## config.mk

```make
export PLATFORM = sky130hd
export DESIGN_NAME = disp_scan_flat
export DESIGN_NICKNAME = d
export VERILOG_FILES = /design/src/rtl/disp_pkg.sv /design/src/rtl/disp_scan_if.sv /design/src/rtl/tick_div.sv /design/src/rtl/disp_scan.sv /design/src/flat_wrapper.sv
export SDC_FILE = /design/constraint.sdc
export NUM_CORES = 1
export LEC_CHECK = 0
export ABC_CLOCK_PERIOD_IN_PS = 2000
export BUFFER_PORTS_ARGS = -buffer_cell sky130_fd_sc_hd__buf_2
export CAP_MARGIN = 10
export CORE_ASPECT_RATIO = 0.8
export CORE_MARGIN = 2
export CORE_UTILIZATION = 51
export DETAILED_ROUTE_END_ITERATION = 6
export GPL_TIMING_DRIVEN = 0
export HOLD_SLACK_MARGIN = 0.03
export PLACE_DENSITY = 0.81
export SYNTH_ARGS = -nofsm -noshare
export SYNTH_HDL_FRONTEND = slang
export SYNTH_SLANG_ARGS = --single-unit
export TNS_END_PERCENT = 5
```

## constraint.sdc

```tcl
create_clock -name clk -period 2 [get_ports clk]
set_clock_uncertainty 0.15 [all_clocks]
set_input_delay 0.2 -clock clk [delete_from_list [all_inputs] [get_ports clk]]
set_output_delay 0.2 -clock clk [all_outputs]
set_load 0.05 [all_outputs]
```

## src/rtl/disp_pkg.sv

```systemverilog
// Shared constants, defaults and types for the multiplexed 4-digit display scanner.
package disp_pkg;

  localparam int N_DIG = 4;
  localparam logic [3:0] BLANK_CODE = 4'hF;
  localparam logic [N_DIG-1:0] AN_OFF = 4'b1111;

  localparam int DIV_DEFAULT          = 100000;
  localparam int GUARD_DEFAULT        = 16;
  localparam int BLINK_FRAMES_DEFAULT = 125;

  // Per-frame snapshot of the display inputs; only this copy drives the outputs.
  typedef struct packed {
    logic [4*N_DIG-1:0] digits;
    logic [N_DIG-1:0]   blank;
    logic [N_DIG-1:0]   blink;
    logic [N_DIG-1:0]   dp;
  } shadow_t;

  // Active-low anode pattern selecting a single digit.
  function automatic logic [N_DIG-1:0] an_sel(input logic [1:0] idx);
    return ~(N_DIG'(1) << idx);
  endfunction

endpackage

```

## src/rtl/disp_scan_if.sv

```systemverilog
// Display-side signal bundle: digit/mask inputs toward the scanner, anode/data outputs back.
interface disp_scan_if;
  import disp_pkg::*;

  logic [4*N_DIG-1:0] digits;
  logic [N_DIG-1:0]   blank_mask;
  logic [N_DIG-1:0]   blink_mask;
  logic [N_DIG-1:0]   dp_in;
  logic [3:0]         data;
  logic [N_DIG-1:0]   an;
  logic               dp;
  logic               frame_tick;

  modport master (
    output digits, blank_mask, blink_mask, dp_in,
    input  data, an, dp, frame_tick
  );

  modport slave (
    input  digits, blank_mask, blink_mask, dp_in,
    output data, an, dp, frame_tick
  );

endinterface

```

## src/rtl/tick_div.sv

```systemverilog
// Free-running 0..DIV-1 counter with a one-cycle pulse on its last count.
module tick_div #(
  parameter int DIV = 100000,
  localparam int CW = $clog2(DIV)
) (
  input  logic          clk,
  input  logic          rst,
  output logic [CW-1:0] count,
  output logic          tick
);

  logic [CW-1:0] count_q, count_d;

  assign tick  = (count_q == CW'(DIV - 1));
  assign count = count_q;

  always_comb begin
    count_d = tick ? '0 : count_q + 1'b1;
  end

  always_ff @(posedge clk) begin
    if (rst) begin
      count_q <= '0;
    end else begin
      count_q <= count_d;
    end
  end

endmodule

```

## src/rtl/disp_scan.sv

```systemverilog
// Time-multiplexed 4-digit scanner: per-frame input snapshot, anti-ghost guard, blanking
// and blinking; emits BCD codes for an external 7-segment decoder.
module disp_scan
  import disp_pkg::*;
#(
  parameter int DIV          = DIV_DEFAULT,
  parameter int GUARD        = GUARD_DEFAULT,
  parameter int BLINK_FRAMES = BLINK_FRAMES_DEFAULT
) (
  input  logic       clk,
  input  logic       rst,
  disp_scan_if.slave bus
);

  localparam int CW = $clog2(DIV);
  localparam int BW = (BLINK_FRAMES > 1) ? $clog2(BLINK_FRAMES) : 1;

  logic [CW-1:0] cnt;
  logic          slot_tick;

  tick_div #(.DIV(DIV)) u_tick_div (
    .clk   (clk),
    .rst   (rst),
    .count (cnt),
    .tick  (slot_tick)
  );

  logic [1:0]       idx_q, idx_d;
  shadow_t          shadow_q, shadow_d;
  logic [BW-1:0]    blink_cnt_q, blink_cnt_d;
  logic             blink_phase_q, blink_phase_d;
  logic [N_DIG-1:0] an_q, an_d;
  logic [3:0]       data_q, data_d;
  logic             dp_q, dp_d;
  logic             frame_tick_q, frame_tick_d;

  logic             frame_start;
  logic             frame_end;
  logic [3:0]       nib [N_DIG];
  logic [N_DIG-1:0] dark;

  assign frame_start = (idx_q == 2'd0) && (cnt == '0);
  assign frame_end   = slot_tick && (idx_q == 2'(N_DIG - 1));

  // A nibble equal to the blank code is treated as dark so no anode is driven for it.
  for (genvar gi = 0; gi < N_DIG; gi++) begin : g_digit
    assign nib[gi]  = shadow_q.digits[gi*4 +: 4];
    assign dark[gi] = shadow_q.blank[gi]
                    | (shadow_q.blink[gi] & blink_phase_q)
                    | (nib[gi] == BLANK_CODE);
  end

  always_comb begin
    idx_d         = slot_tick ? idx_q + 2'd1 : idx_q;
    shadow_d      = shadow_q;
    blink_cnt_d   = blink_cnt_q;
    blink_phase_d = blink_phase_q;
    an_d          = AN_OFF;
    data_d        = BLANK_CODE;
    dp_d          = 1'b1;
    frame_tick_d  = frame_start;

    if (frame_start) begin
      shadow_d = '{digits: bus.digits, blank: bus.blank_mask,
                   blink: bus.blink_mask, dp: bus.dp_in};
    end

    // Counting completed frames keeps the post-reset frame in the first visible phase.
    if (frame_end) begin
      if (blink_cnt_q == BW'(BLINK_FRAMES - 1)) begin
        blink_cnt_d   = '0;
        blink_phase_d = ~blink_phase_q;
      end else begin
        blink_cnt_d = blink_cnt_q + 1'b1;
      end
    end

    if ((cnt >= CW'(GUARD)) && !dark[idx_q]) begin
      an_d   = an_sel(idx_q);
      data_d = nib[idx_q];
      dp_d   = ~shadow_q.dp[idx_q];
    end
  end

  always_ff @(posedge clk) begin
    if (rst) begin
      idx_q         <= '0;
      shadow_q      <= '0;
      blink_cnt_q   <= '0;
      blink_phase_q <= 1'b0;
      an_q          <= AN_OFF;
      data_q        <= BLANK_CODE;
      dp_q          <= 1'b1;
      frame_tick_q  <= 1'b0;
    end else begin
      idx_q         <= idx_d;
      shadow_q      <= shadow_d;
      blink_cnt_q   <= blink_cnt_d;
      blink_phase_q <= blink_phase_d;
      an_q          <= an_d;
      data_q        <= data_d;
      dp_q          <= dp_d;
      frame_tick_q  <= frame_tick_d;
    end
  end

  assign bus.an         = an_q;
  assign bus.data       = data_q;
  assign bus.dp         = dp_q;
  assign bus.frame_tick = frame_tick_q;

endmodule

```

## src/flat_wrapper.sv

```systemverilog
// flat-port wrapper written by rule: the top's interface ports become plain ports
module disp_scan_flat import disp_pkg::*;
#(
  parameter int DIV          = DIV_DEFAULT,
  parameter int GUARD        = GUARD_DEFAULT,
  parameter int BLINK_FRAMES = BLINK_FRAMES_DEFAULT
)
  (clk, rst, bus_digits, bus_blank_mask, bus_blink_mask, bus_dp_in, bus_data, bus_an, bus_dp, bus_frame_tick);
  disp_scan_if bus_i ();
  input  logic clk;
  input  logic rst;
  input wire logic [$bits(bus_i.digits)-1:0] bus_digits;
  input wire logic [$bits(bus_i.blank_mask)-1:0] bus_blank_mask;
  input wire logic [$bits(bus_i.blink_mask)-1:0] bus_blink_mask;
  input wire logic [$bits(bus_i.dp_in)-1:0] bus_dp_in;
  output wire logic [$bits(bus_i.data)-1:0] bus_data;
  output wire logic [$bits(bus_i.an)-1:0] bus_an;
  output wire logic [$bits(bus_i.dp)-1:0] bus_dp;
  output wire logic [$bits(bus_i.frame_tick)-1:0] bus_frame_tick;
  assign bus_i.digits = bus_digits;
  assign bus_i.blank_mask = bus_blank_mask;
  assign bus_i.blink_mask = bus_blink_mask;
  assign bus_i.dp_in = bus_dp_in;
  assign bus_data = bus_i.data;
  assign bus_an = bus_i.an;
  assign bus_dp = bus_i.dp;
  assign bus_frame_tick = bus_i.frame_tick;
  disp_scan #(.DIV(DIV), .GUARD(GUARD), .BLINK_FRAMES(BLINK_FRAMES)) u_core (.clk(clk), .rst(rst), .bus(bus_i));
endmodule
```

## Word level (Yosys, flattened, before mapping)

Index checks and enable logic that the tools add are counted.

| word-level totals | value |
|---|---|
| output and inout bits | 10 |
| input bits | 30 |
| register bits after elaboration | 65 |

| operators by class | value |
|---|---|
| bitwise logic cells | 17 |
| equality and inequality tests | 7 |
| $add $sub $neg | 3 |
| shifts and indexed selects | 1 |
| reduce and logical (&&, ||, !) cells | 9 |
| mux-type cells | 8 |
| $lt $le $gt $ge | 3 |

Operators with widths:

| kind | count |
|---|---|
| $add 17x1->17 const B | 1 |
| $eq 17x17->1 const B | 1 |
| $ge 17x5->1 const B | 1 |
| $logic_not 17->1 | 1 |
| $eq 4x4->1 const B | 4 |
| $bmux 4 s2 | 1 |
| $mux 4 | 2 |
| $or 1x1->1 | 8 |
| $add 7x1->7 const B | 1 |
| $eq 7x7->1 const B | 1 |
| $mux 7 | 1 |
| $and 1x1->1 | 4 |
| $bmux 1 s2 | 2 |
| $not 4->4 | 1 |
| $reduce_or 2->1 | 2 |
| $shl 1x2->4 const A | 1 |
| $ge 3x3->1 const B | 1 |
| $logic_and 1x1->1 | 3 |
| $lt 2x3->1 const B | 1 |
| $not 1->1 | 3 |
| $not 2->3 | 1 |
| $add 2x1->2 const B | 1 |
| $eq 2x2->1 const B | 1 |
| $logic_not 2->1 | 1 |
| 3 further kinds | 4 |

## Depth between registers and ports, before layout

Gate-level depths: netlist of the first run.

| depth | value |
|---|---|
| depth after elaboration | 9 |
| depth in mapped cells | 8 |
| mapped depth without buffers | 5 |

## Modules after synthesis

Synthesis of the first run repeated with hierarchy kept, for this count alone.

| unflattened totals | value |
|---|---|
| cell total of the unflattened synthesis | 318 |
| area total of the unflattened synthesis | 3084.2 um2 |

Modules (own cells, without submodules):

| module | instances | cells an instance | area an instance (um2) | sequential area each (um2) |
|---|---|---|---|---|
| disp_scan | 1 | 230 | 2287.2 | 960.9 |
| tick_div | 1 | 88 | 797.0 | 340.3 |

## Worst setup path after synthesis of the first run

Ideal clock, no wire load.

| path | value |
|---|---|
| path type | reg-to-reg |
| start point | register u_core.idx_q[0] |
| end point | register u_core.shadow_q, in the netlist u_core.nib[12] |
| stages on the path, launching flop included | 9 |
| required time | 1780 ps |
| slack | -99 ps |
| arrival time | 1879 ps |
| clock period less this slack | 2099 ps |
| library setup time | 70 ps |
| path buffers | 3 |
| cell sequence | dfxtp_1 -> buf_1 -> inv_1 -> ha_1 -> nand3_1 -> clkbuf_1 -> clkbuf_1 -> o21ai_0 -> a21oi_1 |

| on the way | value |
|---|---|
| cells in the longest elaborated chain, start to end | 2 |

RTL lines:

| item | RTL line | source |
|---|---|---|
| start: declaration | disp_scan.sv:28 | `logic [1:0] idx_q, idx_d;` |
| start signal: assignment | disp_scan.sv:96 | `idx_q <= idx_d;` |
| $logic_not 2->1 | disp_scan.sv:42 | `assign frame_start = (idx_q == 2'd0) && (cnt == '0);` |
| $logic_and 1x1->1 | disp_scan.sv:42 |  |
| end signal: assignment | disp_scan.sv:97 | `shadow_q <= shadow_d;` |
| end: declaration | disp_scan.sv:29 | `shadow_t shadow_q, shadow_d;` |

No other way between the ends.
A chain may end at the register's enable or synchronous reset.

## Worst setup path in the final report of the first run

| path | value |
|---|---|
| start point | register u_core.u_tick_div.count_q[7] (netlist: u_core.u_tick_div.count[7]) |
| end point | register u_core.blink_phase_q |

| on the way | value |
|---|---|
| cells in the longest elaborated chain, start to end | 3 |

RTL lines:

| item | RTL line | source |
|---|---|---|
| start: declaration | tick_div.sv:12 | `logic [CW-1:0] count_q, count_d;` |
| start signal: assignment | tick_div.sv:25 | `count_q <= count_d;` |
| $eq 17x17->1 | tick_div.sv:14 | `assign tick = (count_q == CW'(DIV - 1));` |
| $logic_and 1x1->1 | disp_scan.sv:43 | `assign frame_end = slot_tick && (idx_q == 2'(N_DIG - 1));` |
| $reduce_and 2->1 (no line) | - |  |
| end signal: assignment | disp_scan.sv:99 | `blink_phase_q <= blink_phase_d;` |
| end: declaration | disp_scan.sv:31 | `logic blink_phase_q, blink_phase_d;` |

No other way between the ends.

==> out/qor.tcl, run 1 <==
set qor(status) {finished with violations}
set qor(violated_checks) {setup timing}
set qor(pin_count) 40
set qor(slowest_stage) {sky130_fd_sc_hd__or4_1}
set qor(cp-start-kind) {flop}
set qor(design.die.area_um2) 6330
set qor(total_net_switching_power_uw) 746
set qor(end_kind) {flop}
set qor(grt_use_total_pct) 26.1
set qor(combPwrFrac_pct) 11.0
set qor(setup_viol_count_final) 11
set qor(hp-start) {rst}
set qor(pwr_density_cell_nw_per_um2) 745
set qor(cts_buffer_depth) 2
set qor(worst_slew_margin_rel_pct) 55.5
set qor(clkLatencyLatePin_ps) 350
set qor(crit_buf_inv) 1
set qor(ratio_of_cells_with_drive_above_1_in_the_final_layout_pct) 22.9
set qor(part_of_the_total_power_dissipated_in_sequential_elements_pct) 49.0
set qor(yosysSeqAreaShare_pct) 44.7
set qor(fp-row-count) 24
set qor(power_mw) 2.86
set qor(worst_ir_drop_vdd_mv) 0.583
set qor(number_of_h_tree_branching_levels) 3
set qor(cts_root_buffer) {sky130_fd_sc_hd__clkbuf_8}
set qor(postSynthNetCount) 374
set qor(netlist_area_um2) 2910
set qor(postPlaceCellArea_um2) 3200
set qor(required_ps) 2130
set qor(average_wire_per_standard_cell_um) 16.3
set qor(antenna_diode_count) 0
set qor(drt_iter0_drc) 360
set qor(crit_fanout) 9
set qor(gr-usage-met3_pct) 7.83
set qor(power.share.switching_pct) 26.1
set qor(critical_path.top_delay_family) {simple AND/OR/NAND/NOR gates}
set qor(place.port_buffers) 38
set qor(synth.distinct_cells) 36
set qor(global_route_wire_length_before_repair_mm) 12.7
set qor(ys_warn_count) 0
set qor(cp_data_arrival_time_ps) 2210
set qor(die_h_um) 71.6
set qor(clock_pin_slew_reported_for_the_worst_setup_and_hold_paths_after_clock_tree_synthesis_ps) 80
set qor(drt_drc_violations_left) 0
set qor(worstHoldEndpoint) {u_core.bus.dp}
set qor(post_drt_via_cell_ratio) 5.95
set qor(setup_slack_on_the_worst_flop_to_flop_path_ps) -80
set qor(dieWidth_um) 88.4
set qor(avg_cell_area_syn_um2) 8.66
set qor(p_int_mw) 2.12
set qor(grt_overflow_total) 0
set qor(hold_class) {in2reg}
set qor(cts_made_buffers) 9
set qor(final_nets) 452
set qor(final_area_um2) 3840
set qor(crit_path_cell_trace) {nand4_1 > or3_4 > buf_6 > or4_1 > a21oi_2}
set qor(grt_start_max_net_pins) 20
set qor(power_leakage_nw) 1.42
set qor(grt_antenna_before_repair) 0
set qor(fin_crit_ps) 2080
set qor(gr-max-usage-layer) {met2}
set qor(floorplan.initialDensity_pct) 53.2
set qor(timing.hold.worst_path_depth) 3
set qor(fillers) 407
set qor(routed-via-count) 2959
set qor(setup_repair_after_global_routing_missed_its_margin) {true}
set qor(worst-setup-path-type) {reg2reg}
set qor(drt-pass1-iter-count) 6
set qor(globalRouteMet1Util_pct) 36.0
set qor(crit_path_max_incr_delay_ps) 520
set qor(critical_path.reg2reg.endpoint) {u_core.blink_phase_q}
set qor(ff2ff_path_depth) 5
set qor(max_freq_mhz) 481
set qor(syn_inst) 336
set qor(postSynthRegisterBits) 65
set qor(grt_pass1_vias) 2610
set qor(core_area_um2) 5470
set qor(antenna_left) 0
set qor(postLayoutSetupSlackWorst_ps) -79.3
set qor(gp_congestion) 0.799
set qor(hold_violations) 0
set qor(crit-reg2reg-launch) {u_core.u_tick_div.count[7]}
set qor(detailedPlacementHpwl_mm) 5.00
set qor(min_period_over_period_pct) 104
set qor(postRouteWirelength_mm) 8.10
set qor(clkPwrFrac_pct) 40.0
set qor(area_delta_synth_final_pct) 32.0
set qor(worst-slew-pin-transition_ps) 664
set qor(maxCapViolCount) 0
set qor(tritoncts) {done}
set qor(timing.final.max_slew_violations) 0
set qor(global_route.usage.met2_pct) 38.3
set qor(clkSinkCount) 65
flip-flops by register name, indices dropped and copies added, names as in the netlist:
name and count:
u_core.blink_cnt_q 7, u_core.bus.dp 1, u_core.nib 16, u_core.bus.frame_tick 1, u_core.u_tick_div.count 17, u_core.idx_q 2, u_core.bus.data 4, u_core.blink_phase_q 1
u_core.bus.an 4, u_core.shadow_q 12
worst min-delay path, cell delays in order:
cell                       delay, ps
sky130_fd_sc_hd__clkbuf_1        200
sky130_fd_sc_hd__nor2_2          150
sky130_fd_sc_hd__nand3_1          80
power by group through the flow:
| stage | sequential (mW) | clock (mW) | combinational, mW |
|---|---|---|---|
| after CTS | 1.40 | 1.15 | 0.292 |
| after floorplan | 1.42 | 0 | 0.159 |
| after global routing | 1.41 | 1.22 | 0.342 |
| after detailed placement | 1.43 | 0 | 0.239 |
| final | 1.40 | 1.15 | 0.314 |
| after global placement | 1.42 | 0 | 0.232 |
worst max path at each step:
stage	endpoint	slack, ps	cells after the start	startpoint
5_1_grt	u_core.shadow_q[5]	-190	5	u_core.u_tick_div.count[7]
3_3_place_gp	u_core.nib[8]	-370	8	u_core.idx_q[0]
4_1_cts	u_core.nib[4]	-2	6	u_core.u_tick_div.count[13]
6_report	u_core.blink_phase_q	-80	5	u_core.u_tick_div.count[7]
2_1_floorplan	u_core.blink_phase_q	20	6	u_core.u_tick_div.count[0]
3_5_place_dp	u_core.nib[8]	-440	8	u_core.idx_q[0]
layout by cell type, fill, tap and decap left out, drive strengths merged, types with 5 or more instances in the layout:
master        n
mux4          5
inv           9
ha            8
nand3        50
o21ai        35
nor2         17
nand2        11
xor2          7
a21oi        38
buf          49
dlygate4sd3  28
dfxtp        65
and3          7
clkbuf       24
nand4        12
through the flow:
step                TNS (ps)  setup WS, ps  std cells  util, %  hold slack [ps]
floorplan                  0          16.3        336        -              198
CTS                    -1.57         -1.57        495     68.7              197
global placement       -8720          -367        452     58.5              305
global route           -3330          -192        497     70.2              218
detailed placement    -11420          -437        452     58.5              310
finish                  -326         -79.3        497     70.2              161
cell type report:
| type | count | area [µm²] | area share [%] |
|---|---|---|---|
| Multi-Input combinational cell | 238 | 1550 | 40.5 |
| Clock buffer | 10 | 138 | 3.59 |
| Clock inverter | 6 | 67.6 | 1.76 |
| Inverter | 9 | 33.8 | 0.880 |
| Tap cell | 78 | 97.6 | 2.54 |
| Buffer | 22 | 140 | 3.65 |
| Sequential cell | 65 | 1320 | 34.3 |
| Timing Repair Buffer | 69 | 493 | 12.8 |
kinds of logic after synthesis:
group / count (synthesis) / share of synthesized area [%]
multiplexers: 5 / 3.87
XOR/XNOR: 11 / 3.31
AND/OR/NAND/NOR: 123 / 22.8
adder cells (fa/ha/maj): 8 / 3.44
buffers and inverters: 33 / 4.43
flip-flops: 65 / 44.7
AO/OA/AOI/OAI: 91 / 17.5
synthesized netlist by cell type:
master                      n  share of area [%]
sky130_fd_sc_hd__buf_2      4               0.69
sky130_fd_sc_hd__clkbuf_1  18                2.3
sky130_fd_sc_hd__mux4_2     5                3.9
sky130_fd_sc_hd__nand3_2    1               0.34
sky130_fd_sc_hd__buf_1      2               0.26
sky130_fd_sc_hd__xor2_1     7                2.1
sky130_fd_sc_hd__dfxtp_1   65                 45
sky130_fd_sc_hd__or3_1      4               0.86
sky130_fd_sc_hd__nor3_1     4               0.69
sky130_fd_sc_hd__xnor2_1    4                1.2
sky130_fd_sc_hd__or4_1      2               0.52
sky130_fd_sc_hd__nand3_1   49                8.4
sky130_fd_sc_hd__nand2_1   11                1.4
sky130_fd_sc_hd__nor2_1    17                2.2
sky130_fd_sc_hd__nand3b_1   4                1.0
sky130_fd_sc_hd__ha_1       8                3.4
sky130_fd_sc_hd__and2_1     3               0.65
sky130_fd_sc_hd__and3_1     7                1.5
sky130_fd_sc_hd__a211oi_1   2               0.52
sky130_fd_sc_hd__inv_1      9                1.2
sky130_fd_sc_hd__o31ai_1    3               0.77
sky130_fd_sc_hd__o21bai_2   1               0.39
sky130_fd_sc_hd__a21oi_1   38                6.5
sky130_fd_sc_hd__nand4_1   12                2.6
sky130_fd_sc_hd__nand4b_1   1               0.30
sky130_fd_sc_hd__nor4_2     1               0.43
sky130_fd_sc_hd__or4b_1     1               0.34
sky130_fd_sc_hd__a32oi_1    1               0.30
sky130_fd_sc_hd__o21ai_0   35                6.0
sky130_fd_sc_hd__a311oi_1   4                1.2
sky130_fd_sc_hd__nor4_1     3               0.65
sky130_fd_sc_hd__a41oi_1    2               0.60
sky130_fd_sc_hd__a31oi_1    4               0.86
sky130_fd_sc_hd__and4_1     2               0.60
sky130_fd_sc_hd__o21a_1     1               0.26
sky130_fd_sc_hd__nand2b_1   1               0.22
routing by layer:
| metal | wire (µm) | part of all wire, % | up-vias |
|---|---|---|---|
| met5 | 0 | 0 | - |
| met4 | 275 | 3.4 | 0 |
| met3 | 694 | 8.6 | 32 |
| met2 | 3610 | 45 | 172 |
| met1 | 3520 | 43 | 1364 |
| li1 | - | - | 1391 |
repair_timing:
| action | CTS | global route |
|---|---|---|
| hold buffers | 28 | 0 |
| setup buffers | 1 | 2 |
| pin swaps | 1 | 3 |
| resized for setup | 25 | 33 |
| endpoints found under the setup margin | 56 | 54 |
| endpoints found under the hold margin | 28 | 0 |
(Power assumes the default switching activity.)
==> inputs of run 2 (changes only) <==
CORE_MARGIN = unset   (was 2)
==> run 2 against run 1 <==
Against the previous run: the run still ends with setup timing left; worst hold slack better by 3.5 ps; register-to-register slack better by 60 ps; clock power up 13%; worst setup slack better by 63 ps; via count down 0.54%; power up 5.0%; critical path type unchanged; largest cell class unchanged.
==> out/qor.tcl, run 2 (synthesis gave the netlist of run 1 again) <==
set qor(status) {finished with violations} ;# unchanged
set qor(violated_checks) {setup timing} ;# unchanged
set qor(total_net_switching_power_uw) 736 ;# was 746 µW
set qor(required_ps) 2130 ;# about the same
set qor(most-common-layout-cells) {sky130_fd_sc_hd__dfxtp_1 (59), sky130_fd_sc_hd__nand3_1 (49), sky130_fd_sc_hd__buf_2 (39), sky130_fd_sc_hd__a21oi_1 (38), sky130_fd_sc_hd__o21ai_0 (32)} ;# was sky130_fd_sc_hd__dfxtp_1 (60), sky130_fd_sc_hd__nand3_1 (47), sky130_fd_sc_hd__buf_2 (39), sky130_fd_sc_hd__a21oi_1 (37), sky130_fd_sc_hd__o21ai_0 (33)
set qor(cts_root_buffer) {sky130_fd_sc_hd__clkbuf_8} ;# unchanged
set qor(grt_antenna_before_repair) 0 ;# unchanged
set qor(ratio_of_cells_with_drive_above_1_in_the_final_layout_pct) 21.6 ;# was 22.9%
set qor(dp_cells) 452 ;# unchanged
set qor(dp_worst_setup_slack_ps) -411 ;# was -437 ps
set qor(mostFrequentLayoutCell) {sky130_fd_sc_hd__dfxtp_1} ;# unchanged
set qor(combPwrFrac_pct) 10.1 ;# was 11.0%
set qor(cts_buffer_depth) 2 ;# unchanged
set qor(clock_pin_slew_reported_for_the_worst_setup_and_hold_paths_after_clock_tree_synthesis_ps) 70 ;# was 80 ps
set qor(max_freq_mhz) 496 ;# was 481 MHz
set qor(timing.hold.ws_ps) 164 ;# was 161 ps
set qor(hold_class) {in2reg} ;# unchanged
set qor(antenna_left) 0 ;# unchanged
set qor(post_drt_via_cell_ratio) 5.95 ;# about the same
set qor(drt-pass1-iter-count) 5 ;# was 6
set qor(setup_viol_count_final) 3 ;# was 11
set qor(multi_input_comb_area_um2) 1530 ;# was 1550 µm²
set qor(top_layer_in_use) {met4} ;# unchanged
set qor(final_nets) 450 ;# was 452
set qor(p_int_mw) 2.27 ;# was 2.12 mW
set qor(fillers) 432 ;# was 407
set qor(routed-via-count) 2943 ;# was 2,959
set qor(grt_use_total_pct) 28.0 ;# was 26.1%
set qor(grt_overflow_total) 0 ;# unchanged
set qor(ff2ff_path_depth) 6 ;# was 5
set qor(pwr_density_cell_nw_per_um2) 788 ;# was 745 nW/µm²
set qor(timing.hold.worst_path_depth) 3 ;# unchanged
set qor(postLayoutSetupSlackWorst_ps) -16.3 ;# was -79.3 ps
set qor(floorplan.initialDensity_pct) 53.2 ;# unchanged
set qor(detailedPlacementHpwl_mm) 4.97 ;# was 5.00 mm
set qor(drt_iter0_drc) 285 ;# was 360
set qor(totalNegativeSetupSlack_ps) -34.2 ;# was -326 ps
set qor(clkLatencyLatePin_ps) 360 ;# was 350 ps
set qor(place.port_buffers) 38 ;# unchanged
set qor(timing.final.max_slew_violations) 0 ;# unchanged
set qor(maxCapViolCount) 0 ;# unchanged
set qor(power_mw) 3.00 ;# was 2.86 mW
set qor(global_route_wire_length_before_repair_mm) 12.9 ;# was 12.7 mm
set qor(cts_made_buffers) 9 ;# unchanged
set qor(seq_area_um2) 1310 ;# was 1320 µm²
set qor(grt_start_max_net_pins) 12 ;# was 20
set qor(final_area_um2) 3810 ;# was 3840 µm²
set qor(postRouteWirelength_mm) 7.74 ;# was 8.10 mm
set qor(detail_route.wirelength.met1_mm) 3.35 ;# was 3.52 mm
set qor(cp_data_arrival_time_ps) 2150 ;# was 2210 ps
set qor(fp-row-count) 24 ;# unchanged
set qor(average_wire_per_standard_cell_um) 15.6 ;# was 16.3 µm
set qor(design.die.area_um2) 6010 ;# was 6330 µm²
set qor(antenna_diode_count) 0 ;# unchanged
set qor(power_leakage_nw) 1.41 ;# was 1.42 nW
set qor(drt_drc_violations_left) 0 ;# unchanged
set qor(postPlaceCellArea_um2) 3200 ;# unchanged
set qor(number_of_h_tree_branching_levels) 3 ;# unchanged
set qor(part_of_the_total_power_dissipated_in_sequential_elements_pct) 46.8 ;# was 49.0%
set qor(cp-start-kind) {flop} ;# unchanged
set qor(post_cts_buffers) 0 ;# was 1
set qor(tritoncts) {done} ;# unchanged
set qor(setup_slack_on_the_worst_flop_to_flop_path_ps) -20 ;# was -80 ps
set qor(gp_congestion) 0.831 ;# was 0.799
set qor(grt_pass1_vias) 2735 ;# was 2,610
set qor(wl_met2_mm) 3.50 ;# was 3.61 mm
set qor(worst-slew-pin-transition_ps) 584 ;# was 664 ps
set qor(die_h_um) 69.6 ;# was 71.6 µm
set qor(min_period_over_period_pct) 101 ;# was 104%
set qor(worst_slew_margin_rel_pct) 60.8 ;# was 55.5%
set qor(finalNonFillerCells) 495 ;# was 497
set qor(setup_repair_after_global_routing_missed_its_margin) {true} ;# unchanged
set qor(largest_register_ff_count) 17 ;# unchanged
set qor(hold_violations) 0 ;# unchanged
set qor(postLayoutCoreUtil_pct) 69.8 ;# was 70.2%
set qor(dieWidth_um) 86.4 ;# was 88.4 µm
set qor(worst-setup-path-type) {reg2reg} ;# unchanged
set qor(pin_count) 40 ;# unchanged
set qor(power.share.switching_pct) 24.5 ;# was 26.1%
set qor(met3RoutedLength_um) 628 ;# was 694 µm
set qor(end_kind) {flop} ;# unchanged
set qor(clkSinkCount) 65 ;# unchanged
set qor(clkPwrFrac_pct) 43.1 ;# was 40.0%
set qor(crit_fanout) 9 ;# unchanged
set qor(core_area_um2) 5470 ;# unchanged
set qor(area_delta_synth_final_pct) 31.1 ;# was 32.0%
set qor(worst_ir_drop_vdd_mv) 0.487 ;# was 0.583 mV
set qor(fin_crit_ps) 2020 ;# was 2080 ps
-- run 2: changes by cell type in the layout (fill, tap and decap cells not counted), moves of 2 or more --
cell / delta
sky130_fd_sc_hd__clkinv_4: -2
sky130_fd_sc_hd__clkbuf_4: +2
sky130_fd_sc_hd__buf_6: -3
sky130_fd_sc_hd__nand3_2: -2
sky130_fd_sc_hd__dfxtp_2: +2
sky130_fd_sc_hd__nand3_1: +2
sky130_fd_sc_hd__buf_4: -2
-- run 2: final cells by class --
cell class | count | area share, %
plain buffers | 23 | 3.51
clock buffers | 12 | 4.07
well taps | 78 | 2.56
flip-flops and latches | 65 | 34.4
multi-input cells | 238 | 40.2
repair buffers | 66 | 12.3
clock inverters | 4 | 1.97
inverters | 9 | 0.886
-- run 2: routing by layer --
layer | track usage, % | vias to the layer above
li1 | - | 1389
met3 | 6.90 | 38
met2 | 41.5 | 161
met5 | 0 | -
met4 | 14.1 | 0
met1 | 37.9 | 1355
-- run 2: power groups by stage --
| stage | Sequential [mW] | Combinational, mW | Clock [mW] |
|---|---|---|---|
| floorplan | 1.42 | 0.159 | 0 |
| global placement | 1.42 | 0.232 | 0 |
| detailed placement | 1.43 | 0.240 | 0 |
| CTS | 1.40 | 0.291 | 1.30 |
| global route | 1.41 | 0.332 | 1.36 |
| finish | 1.40 | 0.304 | 1.30 |
-- run 2: worst paths after layout --
kind,endpoint,from
setup / recovery,u_core.blink_cnt_q[4],u_core.u_tick_div.count[1]
hold / removal,u_core.bus.an[1],rst
setup reg to reg,u_core.blink_cnt_q[4],u_core.u_tick_div.count[1]
hold reg to reg,u_core.u_tick_div.count[0],u_core.u_tick_div.count[0]
-- run 2: worst max-delay path, cell delays in order (launching register included) --
cell and delay, ps:
sky130_fd_sc_hd__dfxtp_4 380, sky130_fd_sc_hd__ha_4 160, sky130_fd_sc_hd__nand4_1 120, sky130_fd_sc_hd__or3_4 360, sky130_fd_sc_hd__buf_6 140, sky130_fd_sc_hd__or4b_1 490
sky130_fd_sc_hd__a21oi_1 140
-- run 2: repair_timing --
item                                   4_1_cts  5_1_grt
gates resized for setup                     27       22
cloned                                       0        0
hold buffers                                28        0
pin swaps                                    1        3
setup endpoints to repair                   54       47
endpoints found under the hold margin       28        0
